==> config.mk <==
export PLATFORM = sky130hd
export DESIGN_NAME = marcador_juego
export DESIGN_NICKNAME = d
export VERILOG_FILES = /design/src/rtl/marcador_juego.sv
export SDC_FILE = /design/constraint.sdc
export NUM_CORES = 1
export LEC_CHECK = 0
export ABC_AREA = 1
export BUFFER_PORTS_ARGS = -buffer_cell sky130_fd_sc_hd__buf_2
export CAP_MARGIN = 40
export CELL_PAD_IN_SITES_DETAIL_PLACEMENT = 1
export CELL_PAD_IN_SITES_GLOBAL_PLACEMENT = 1
export CORE_MARGIN = 3
export CORE_UTILIZATION = 39
export DETAILED_ROUTE_END_ITERATION = 8
export GPL_ROUTABILITY_DRIVEN = 0
export HOLD_SLACK_MARGIN = 0.06
export PLACE_DENSITY_LB_ADDON = 0.05
export RECOVER_POWER = 50
export SETUP_SLACK_MARGIN = 0.05
export SYNTH_ARGS = -nofsm -noshare
export SYNTH_HDL_FRONTEND = slang
export SYNTH_SLANG_ARGS = --single-unit
==> constraint.sdc <==
create_clock -name clk -period 1.9 [get_ports clk]
set_input_delay 0 -clock clk [delete_from_list [all_inputs] [get_ports clk]]
set_output_delay 0 -clock clk [all_outputs]
set_load 0.01 [all_outputs]
==> src/rtl/marcador_juego.sv <==
// marcador_juego: score, speed level and step-pulse keeper for the snake game display stage
module marcador_juego #(
  parameter int PERIODO_BASE = 50_000_000,
  parameter int PUNTOS_COMIDA = 10,
  parameter int COMIDAS_POR_NIVEL = 4
) (
  input  logic        clk,
  input  logic        rst_n,
  input  logic        inicio,
  input  logic        comio,
  input  logic        choque,
  output logic [13:0] puntuacion,
  output logic [2:0]  velocidad,
  output logic        paso,
  output logic [1:0]  estado,
  output logic        fin_juego
);
  typedef enum logic [1:0] {ESPERA = 2'b00, JUGANDO = 2'b01, FIN = 2'b10} estado_t;
  localparam int TW = $clog2(PERIODO_BASE + 1);
  localparam int CW = $clog2(COMIDAS_POR_NIVEL + 1);
  function automatic int periodo(input int d);
    return (PERIODO_BASE / d > 0) ? PERIODO_BASE / d : 1;
  endfunction
  localparam logic [TW-1:0] P0 = TW'(periodo(1) - 1);
  localparam logic [TW-1:0] P1 = TW'(periodo(2) - 1);
  localparam logic [TW-1:0] P2 = TW'(periodo(5) - 1);
  localparam logic [TW-1:0] P3 = TW'(periodo(10) - 1);
  localparam logic [TW-1:0] P4 = TW'(periodo(50) - 1);
  localparam logic [TW-1:0] P5 = TW'(periodo(99) - 1);
  estado_t st, st_n;
  logic [TW-1:0] timer, fin_t;
  logic [CW-1:0] comidas;
  logic [14:0] suma;
  logic lleno, sube;
  assign estado = st;
  assign suma = {1'b0, puntuacion} + 15'(PUNTOS_COMIDA);
  assign lleno = comidas == CW'(COMIDAS_POR_NIVEL - 1);
  assign sube = comio && lleno && velocidad < 3'd5;
  always_comb begin
    st_n = st == JUGANDO ? (choque ? FIN : JUGANDO) :
           (st == ESPERA || st == FIN) ? (inicio ? JUGANDO : st) : ESPERA;
    fin_t = velocidad == 3'd0 ? P0 : velocidad == 3'd1 ? P1 : velocidad == 3'd2 ? P2 :
            velocidad == 3'd3 ? P3 : velocidad == 3'd4 ? P4 : P5;
  end
  always_ff @(posedge clk or negedge rst_n)
    if (!rst_n) st <= ESPERA;
    else st <= st_n;
  always_ff @(posedge clk or negedge rst_n) begin
    if (!rst_n) begin
      puntuacion <= '0;
      velocidad <= '0;
      paso <= 1'b0;
      fin_juego <= 1'b0;
      timer <= '0;
      comidas <= '0;
    end else begin
      paso <= st == JUGANDO && !choque && timer == fin_t;
      fin_juego <= st_n == FIN;
      if (st != JUGANDO) begin
        timer <= '0;
        if (inicio) begin
          puntuacion <= '0;
          velocidad <= '0;
          comidas <= '0;
        end
      end else if (!choque) begin
        // a level change restarts the step timer so the new period applies at once
        timer <= (timer == fin_t || sube) ? '0 : timer + TW'(1);
        if (comio) begin
          puntuacion <= suma > 15'd9999 ? 14'd9999 : suma[13:0];
          comidas <= lleno ? '0 : comidas + CW'(1);
          if (sube) velocidad <= velocidad + 3'd1;
        end
      end
    end
  end
endmodule
==> metrics.txt, run 1 <==
outcome finished with violations; failing checks negative setup slack; Clock Latency Late Sink 0.31 ns; Pleak 2.42 nW; total power 2.76 mW; Clock Sinks 50; Distinct cells, synth 33; multi-input logic area 2620 um^2; RSZ-0062 raised after global routing true; sw power 0.930 mW; Final nets roughly 700; final core occ a little over half; vias in the first global route approximately 4400; placed inst area between 4000 and 5000 um^2; Detail Placement HPWL 10000 um; syn_area_per_cell between 6 and 7 um^2; Finished Cell Area 5030 um^2; Num CTS Buffers 5; filler instances 1287; most numerous cell in the Yosys netlist nand2_1; IO Port Bufs 25; initial antenna violation count 0; TritonRoute pass-1 iters 4; EDFF count, synth 0; antenna-violating nets left 0; fmax 468 MHz; share of power burned in registers a little over two fifths; H-tree levels 2; # rows 35; ys async rst share 100%; DRC viols 0; top cells by area, synth dfrtp_1 (32%), nand2_1 (22%), inv_1 (7.5%); Crit. End Element register; chip width 106 um; fin crit period 2.14 ns; top cells by count, synth nand2_1 (231), inv_1 (78), nor2_1 (57), nand3_1 (51), dfrtp_1 (50); Final Setup Violations 28; post-place setup slack -0.252 ns; Synthesis Warnings 0; Post-Synthesis Cell Area 3900 um^2; final WL 13500 um; Mapped Cells 610; GRT Overall Usage 25.0%; Synth Register Bits 50; layout cell share with drive strength beyond 1 ~25%; Pint 1.83 mW; Combinational Power Share 27.1%; Pwr Density about 550 nW/um^2; WP data arrival 2.34 ns; CTS root buffer clkbuf_8; Hold Violations, Final 0; clk slew on worst S/H paths 0.11 ns; maximum vdd drop 0.464 mV; Synth top area share 32.1%; Sw Share 33.6%; TritonCTS clock tree built; GR Overflow Total 0; kind of critical path register to register; max-slew violation count 0; die height 106 um; Hold WC Path Type primary input to register; syn nets 624; core area around 9500 um^2; sequential fraction of the synthesis area 32.1%; Vias/cell 5.23; crit-path max FO 8; Antenna Cells 0; Synth Flop Type dfrtp_1; first-pass GRT wire length 22400 um; Final WS setup -0.237 ns; die footprint approximately 11000 um^2; setup TNS -3.62 ns; Max Cap Violations 0; FF/Latch Area 1260 um^2; Vias 4250; Startpoint Class register; Initial Util ~41%; Worst slew margin around 11%; Ports 26; Layout Skew 0.0139 ns; pin count of the biggest net entering global routing 51; clock group share of total power between 30% and 40%; routed len/inst 16.6 um; CTS max path bufs 2; Tightest Pin Transition 1.33 ns; worst path required time 2.10 ns; largest area contributor in the netlist dfrtp_1; DRT iter0 DRCs 238; P&R area growth vs syn 29.0%; Tcrit/Tclk final 112%
## state kept, by name (all words and copies together), names as in the netlist
| register | count |
|---|---|
| fin_juego | 1 |
| estado | 2 |
| comidas | 3 |
| timer | 26 |
| puntuacion | 14 |
| velocidad | 3 |
| paso | 1 |
## worst max-delay path, cell delays in order, from the launching register on
cell and delay, ns:
dfrtp_2 0.49, inv_4 0.10, ha_4 0.20, nand2_8 0.10, buf_12 0.15, nand3_1 0.10
nand2_1 0.07, nand3b_1 0.20, nor2_4 0.22, nand3_4 0.21, nand3_2 0.13, nand2_1 0.06
## per-stage QoR
step                instances  hold slack, ns
detailed placement        792           0.179
finish                    812           0.138
floorplan                 610          -0.296
CTS                       808           0.118
global route              812           0.134
global placement          792           0.161
## cells by family (layout without fill, tap and decap cells)
group | count (synthesis) | after routing | share of synthesized area, %
adders and majority gates | 9 | 9 | 2.89
buffers and inverters | 96 | 168 | 9.88
xor gates and xnor gates | 15 | 15 | 3.37
and+or+nand+nor | 400 | 401 | 45.5
DFF | 50 | 50 | 32.1
AOI/OAI and AO/OA | 40 | 40 | 6.26
## cell usage in the layout, fill, tap and decap left out, types with 5 or more instances in the layout
cell	n
a21oi_1	5
buf_2	17
buf_4	38
buf_6	5
clkbuf_1	8
clkbuf_8	6
dfrtp_1	45
dfrtp_2	5
inv_1	74
nand2_1	215
nand2_2	15
nand2_4	6
nand3_1	37
nand3_2	23
nand3b_1	6
nand4_1	19
nor2_1	41
nor2_2	15
nor2_4	7
nor3_1	8
o211ai_1	5
o21ai_0	10
o21ai_1	5
xor2_1	15
## cell type report
class,instances,area share [%]
clock inverters,2,0.771
well taps,129,3.21
flip-flops and latches,50,25.0
clock buffers,6,1.64
repair buffers,75,10.8
multi-input cells,465,52.1
inverters,85,6.54
## metal layers
| layer | GRT usage, % | wire length [um] |
|---|---|---|
| met1 | 34.8 | 6360 |
| met2 | 40.9 | 6210 |
| met3 | 3.52 | 703 |
| met4 | 6.20 | 234 |
| met5 | 0 | 0 |
## power groups by stage
| stage | Combinational [mW] | Sequential (mW) | Clock (mW) |
|---|---|---|---|
| 2_1_floorplan | 0.323 | 1.21 | 0 |
| 3_3_place_gp | 0.610 | 1.18 | 0 |
| 3_5_place_dp | 0.632 | 1.19 | 0 |
| 4_1_cts | 0.691 | 1.17 | 0.858 |
| 5_1_grt | 0.828 | 1.18 | 0.888 |
| 6_report | 0.750 | 1.18 | 0.838 |
## final timing paths
kind,start,endpoint,cells after the start,slack [ns]
max,velocidad[0],timer[18],11,-0.24
min,comio,comidas[1],4,0.14
max reg2reg,velocidad[0],timer[18],11,-0.24
min reg2reg,comidas[2],comidas[2],1,0.51
max in group asynchronous,rst_n,puntuacion[5],3,0.41
min in group asynchronous,rst_n,puntuacion[11],3,0.60
## timing repair
action / CTS / global route
buffers inserted: 3 / 4
gates cloned: 1 / 0
gates resized for setup: 40 / 50
endpoints found under the hold margin: 53 / 0
endpoints found under the setup margin: 40 / 44
pin swaps: 9 / 34
hold buffers: 4 / 0
Note: power is estimated with default switching activity, not from simulation.
==> inputs of run 2 (changes only) <==
CELL_PAD_IN_SITES_DETAIL_PLACEMENT = 0   (was 1)
==> metrics.txt, run 2 (synthesis results as in run 1) <==
outcome finished with violations (unchanged); failing checks negative setup slack (unchanged); Startpoint Class register (unchanged); GR Overflow Total 0 (unchanged); Hold WC Path Type primary input to register (unchanged); antenna-violating nets left 0 (unchanged); origin of the critical flop-to-flop path velocidad[0] (unchanged); most frequent cells in the layout nand2_1 (224), inv_1 (75), nor2_1 (49), dfrtp_1 (46), nand3_1 (40) (was nand2_1 (215), inv_1 (74), dfrtp_1 (45), nor2_1 (41), buf_4 (38)); chip width 106 um (unchanged); worst hold start comio (unchanged); Pleak 2.41 nW (was 2.42 nW); Post-Layout Cell Count 810 (was 812); final core occ 51.9% (was 53.2%); placed cells 792 (unchanged); # rows 35 (unchanged); final WL 11800 um (was 13500 um); routed len/inst 14.5 um (was 16.6 um); Layout Skew 0.0115 ns (was 0.0139 ns); Final WS setup -0.137 ns (was -0.237 ns); Initial Util 41.2% (unchanged); Clock Sinks 50 (unchanged); fmax 491 MHz (was 468 MHz); Worst slew margin 13.4% (was 11.0%); crit-path max FO 8 (unchanged); DRT iter0 DRCs 239 (was 238); kind of critical path register to register (unchanged); core area 9460 um^2 (unchanged); Detail Placement HPWL 8950 um (was 10000 um); Final Setup Violations 27 (was 28); GRT Overall Usage 21.1% (was 25.0%); Ports 26 (unchanged); die footprint 11200 um^2 (unchanged); total power 2.68 mW (was 2.76 mW); Finished Cell Area 4900 um^2 (was 5030 um^2); placed inst area 4460 um^2 (unchanged); TritonCTS clock tree built (unchanged); clk slew on worst S/H paths 0.11 ns (about the same); FF/Latch Area 1260 um^2 (about the same); Antenna Cells 0 (unchanged); max-slew violation count 0 (unchanged); H-tree levels 2 (unchanged); initial antenna violation count 0 (unchanged); WP data arrival 2.26 ns (was 2.34 ns); Crit. End Element register (unchanged); CTS root buffer clkbuf_8 (unchanged); Tcrit/Tclk final 107% (was 112%); Vias/cell 5.06 (was 5.23); multi-input logic area 2520 um^2 (was 2620 um^2); Clock Latency Late Sink 0.32 ns (was 0.31 ns); crit path from velocidad[0] (unchanged); vias in the first global route 3762 (was 4437); Max Cap Violations 0 (unchanged); fin crit period 2.04 ns (was 2.14 ns); die height 106 um (unchanged); Largest Register timer (unchanged); P&R area growth vs syn 25.8% (was 29.0%); Largest register FFs 26 (unchanged); pin count of the biggest net entering global routing 51 (unchanged); Final nets 694 (was 696); Tightest Pin Transition 1.30 ns (was 1.33 ns); RSZ-0062 raised after global routing true (unchanged); TritonRoute pass-1 iters 4 (unchanged); first-pass GRT wire length 18900 um (was 22400 um); CTS max path bufs 2 (unchanged); DRC viols 0 (unchanged); Num CTS Buffers 5 (unchanged); maximum vdd drop 0.438 mV (was 0.464 mV); Hold Violations, Final 0 (unchanged); Vias 4101 (was 4250); layout cell share with drive strength beyond 1 22.0% (was 25.0%); filler instances 998 (was 1287); Pwr Density 547 nW/um^2 (was 549 nW/um^2); IO Port Bufs 25 (unchanged); biggest regs timer: 26 flops, puntuacion: 14 flops (unchanged); worst path required time 2.12 ns (was 2.10 ns); commonest non-fill, non-tap cell in the layout nand2_1 (unchanged)
run 2: critical path: stages, from the launching register on:
cell and delay (ns):
dfrtp_2 0.48, inv_4 0.10, ha_4 0.20, nand2_8 0.09, nand2_4 0.09, nor2_4 0.06
nand2_1 0.08, nand2_1 0.06, nor2_1 0.11, nand3b_1 0.13, nor2_4 0.17, nand3_4 0.18
nand3_1 0.12, nand2_1 0.06
run 2: where the power goes:
group          internal [mW]  switching (mW)  leakage (nW)
Sequential              1.12          0.0521         0.684
Combinational          0.270           0.424          1.67
Clock                  0.400           0.417        0.0587
run 2: per-layer routing:
| metal | vias to the layer above | GRT usage [%] | wire length (um) |
|---|---|---|---|
| met1 | 1911 | 32.3 | 6070 |
| li1 | 2077 | - | - |
| met2 | 100 | 31.5 | 4980 |
| met3 | 13 | 2.55 | 568 |
| met4 | 0 | 4.90 | 161 |
| met5 | - | 0 | 0 |
run 2: path summary, 6_finish.rpt:
path,cells past startpoint,endpoint,slack (ns)
worst max-delay path,13,timer[4],-0.14
worst min-delay path,4,comidas[1],0.12
worst max register to register,13,timer[4],-0.14
worst min register to register,1,comidas[2],0.51
max in group asynchronous,3,puntuacion[5],0.46
min in group asynchronous,3,puntuacion[11],0.57
run 2: what timing repair did:
item	CTS	global route
gates resized for setup	32	28
buffers inserted	2	3
endpoints found under the hold margin	53	0
pin swaps	11	18
hold buffers	4	0
cloned	1	0
setup endpoints to repair	40	43
run 2: final cells by class:
cell class | instances | area share [%]
Sequential cell | 50 | 25.6
Timing Repair Buffer | 73 | 10.7
Tap cell | 129 | 3.29
Clock inverter | 3 | 0.969
Inverter | 85 | 6.66
Multi-Input combinational cell | 465 | 51.3
Clock buffer | 5 | 1.40
run 2: through the flow:
stage	worst slack [ns]	hold WS (ns)	setup TNS [ns]
after CTS	-0.135	0.109	-2.14
after global placement	-0.152	0.161	-2.98
after global routing	-0.277	0.123	-6.93
final	-0.137	0.122	-2.35
after floorplan	0.0340	-0.296	0
after detailed placement	-0.195	0.167	-4.03
==> inputs of run 3 (changes only) <==
MAX_ROUTING_LAYER = met4   (was default)
==> metrics.txt, run 3 (synthesis results as in run 1) <==
outcome finished with violations (unchanged); failing checks negative setup slack (unchanged); share of power burned in registers 43.7% (was 43.6%); DRC viols 0 (unchanged); fin crit period 2.04 ns (about the same); Hold WC Path Type primary input to register (unchanged); Vias 4090 (was 4101); Worst slew margin 13.1% (was 13.4%); vias in the first global route 3758 (was 3762); biggest regs timer: 26 flops, puntuacion: 14 flops (unchanged); pin count of the biggest net entering global routing 51 (unchanged); Detail Placement HPWL 8950 um (unchanged); Num CTS Buffers 5 (unchanged); Sw Share 33.3% (about the same); Max Cap Violations 0 (unchanged); core area 9460 um^2 (unchanged); worst path required time 2.12 ns (about the same); final core occ 51.9% (unchanged); Largest Register timer (unchanged); # rows 35 (unchanged); chip width 106 um (unchanged); sw power 0.895 mW (was 0.894 mW); placed cells 792 (unchanged); GR Overflow Total 0 (unchanged); routed len/inst 14.6 um (was 14.5 um); IO Port Bufs 25 (unchanged); Layout Skew 0.0112 ns (was 0.0115 ns); die footprint 11200 um^2 (unchanged); Initial Util 41.2% (unchanged); Ports 26 (unchanged); Largest register FFs 26 (unchanged); Clock Latency Late Sink 0.32 ns (about the same); clk slew on worst S/H paths 0.11 ns (about the same); DRT iter0 DRCs 230 (was 239); Pleak 2.41 nW (unchanged); Tightest Pin Transition 1.30 ns (about the same); final WL 11800 um (about the same); Vias/cell 5.05 (was 5.06); H-tree levels 2 (unchanged); GRT Overall Usage 21.7% (was 21.1%); commonest non-fill, non-tap cell in the layout nand2_1 (unchanged); Finished Cell Area 4900 um^2 (unchanged); post-place setup slack -0.195 ns (unchanged); Combinational Power Share 25.9% (about the same); P&R area growth vs syn 25.8% (unchanged); max-slew violation count 0 (unchanged); layout cell share with drive strength beyond 1 22.0% (unchanged); Final nets 694 (unchanged); Final Setup Violations 27 (unchanged); WP data arrival 2.26 ns (about the same); Min Hold Slack 0.123 ns (was 0.122 ns); CTS root buffer clkbuf_8 (unchanged); placed inst area 4460 um^2 (unchanged); Startpoint Class register (unchanged); Hold Violations, Final 0 (unchanged); Antenna Cells 0 (unchanged); crit-path max FO 8 (unchanged); die height 106 um (unchanged); clock group share of total power 30.5% (about the same); RSZ-0062 raised after global routing true (unchanged); Post-Layout Cell Count 810 (unchanged); Tcrit/Tclk final 107% (about the same); Clock Sinks 50 (unchanged); Pint 1.79 mW (about the same); initial antenna violation count 0 (unchanged); Pwr Density 547 nW/um^2 (about the same); most frequent cells in the layout nand2_1 (224), inv_1 (75), nor2_1 (49), dfrtp_1 (46), nand3_1 (40) (unchanged); CTS max path bufs 2 (unchanged); kind of critical path register to register (unchanged); first-pass GRT wire length 18900 um (unchanged); maximum vdd drop 0.438 mV (about the same); Final WS setup -0.140 ns (was -0.137 ns); TritonCTS clock tree built (unchanged); TritonRoute pass-1 iters 5 (was 4); fmax 490 MHz (was 491 MHz); Crit. End Element register (unchanged); antenna-violating nets left 0 (unchanged)
-- run 3: cell counts in the layout (fill, tap and decap cells not counted) --
Identical to the previous run, type by type.
-- run 3: critical path: stages (launching register included) --
cell	delay, ns
dfrtp_2	0.48
inv_4	0.10
ha_4	0.20
nand2_8	0.09
nand2_4	0.09
nor2_4	0.06
nand2_1	0.08
nand2_1	0.06
nor2_1	0.11
nand3b_1	0.13
nor2_4	0.17
nand3_4	0.18
nand3_1	0.12
nand2_1	0.06
-- run 3: through the flow --
step	power [mW]	TNS (ns)
after floorplan	1.53	0
after global placement	1.79	-2.98
after detailed placement	1.80	-4.03
after CTS	2.66	-2.14
after global routing	2.83	-6.93
final	2.68	-2.34
-- run 3: worst paths after layout --
kind                              start              to  slack, ns  cells past startpoint
max                        velocidad[0]        timer[4]      -0.14                     13
min                               comio      comidas[1]       0.12                      4
max reg2reg                velocidad[0]        timer[4]      -0.14                     13
min reg2reg                  comidas[2]      comidas[2]       0.51                      1
max in group asynchronous         rst_n   puntuacion[5]       0.46                      3
min in group asynchronous         rst_n  puntuacion[11]       0.57                      3
-- run 3: cell type report --
class / count / area [um^2]
Clock buffer: 5 / 68.8
Clock inverter: 3 / 47.5
Fill cell: 998 / 4550
Inverter: 85 / 327
Multi-Input combinational cell: 465 / 2520
Sequential cell: 50 / 1260
Tap cell: 129 / 161
Timing Repair Buffer: 73 / 527
-- run 3: layer usage --
metal	routed length [um]	track usage, %	up-vias
li1	-	-	2078
met1	6150	32.5	1903
met2	4990	31.5	94
met3	486	2.49	15
met4	165	4.90	0
met5	0	-	-
-- run 3: timing repair --
item,4_1_cts,5_1_grt
hold buffers,4,0
gates resized for setup,32,28
buffers inserted,2,3
endpoints found under the hold margin,53,0
pin swaps,11,18
gates cloned,1,0
endpoints found under the setup margin,40,43
-- run 3: power groups by stage --
stage	Clock, mW	Sequential, mW	Combinational (mW)
6_report	0.818	1.17	0.694
5_1_grt	0.883	1.18	0.768
4_1_cts	0.836	1.17	0.656
3_5_place_dp	0	1.18	0.611
3_3_place_gp	0	1.18	0.610
2_1_floorplan	0	1.21	0.323
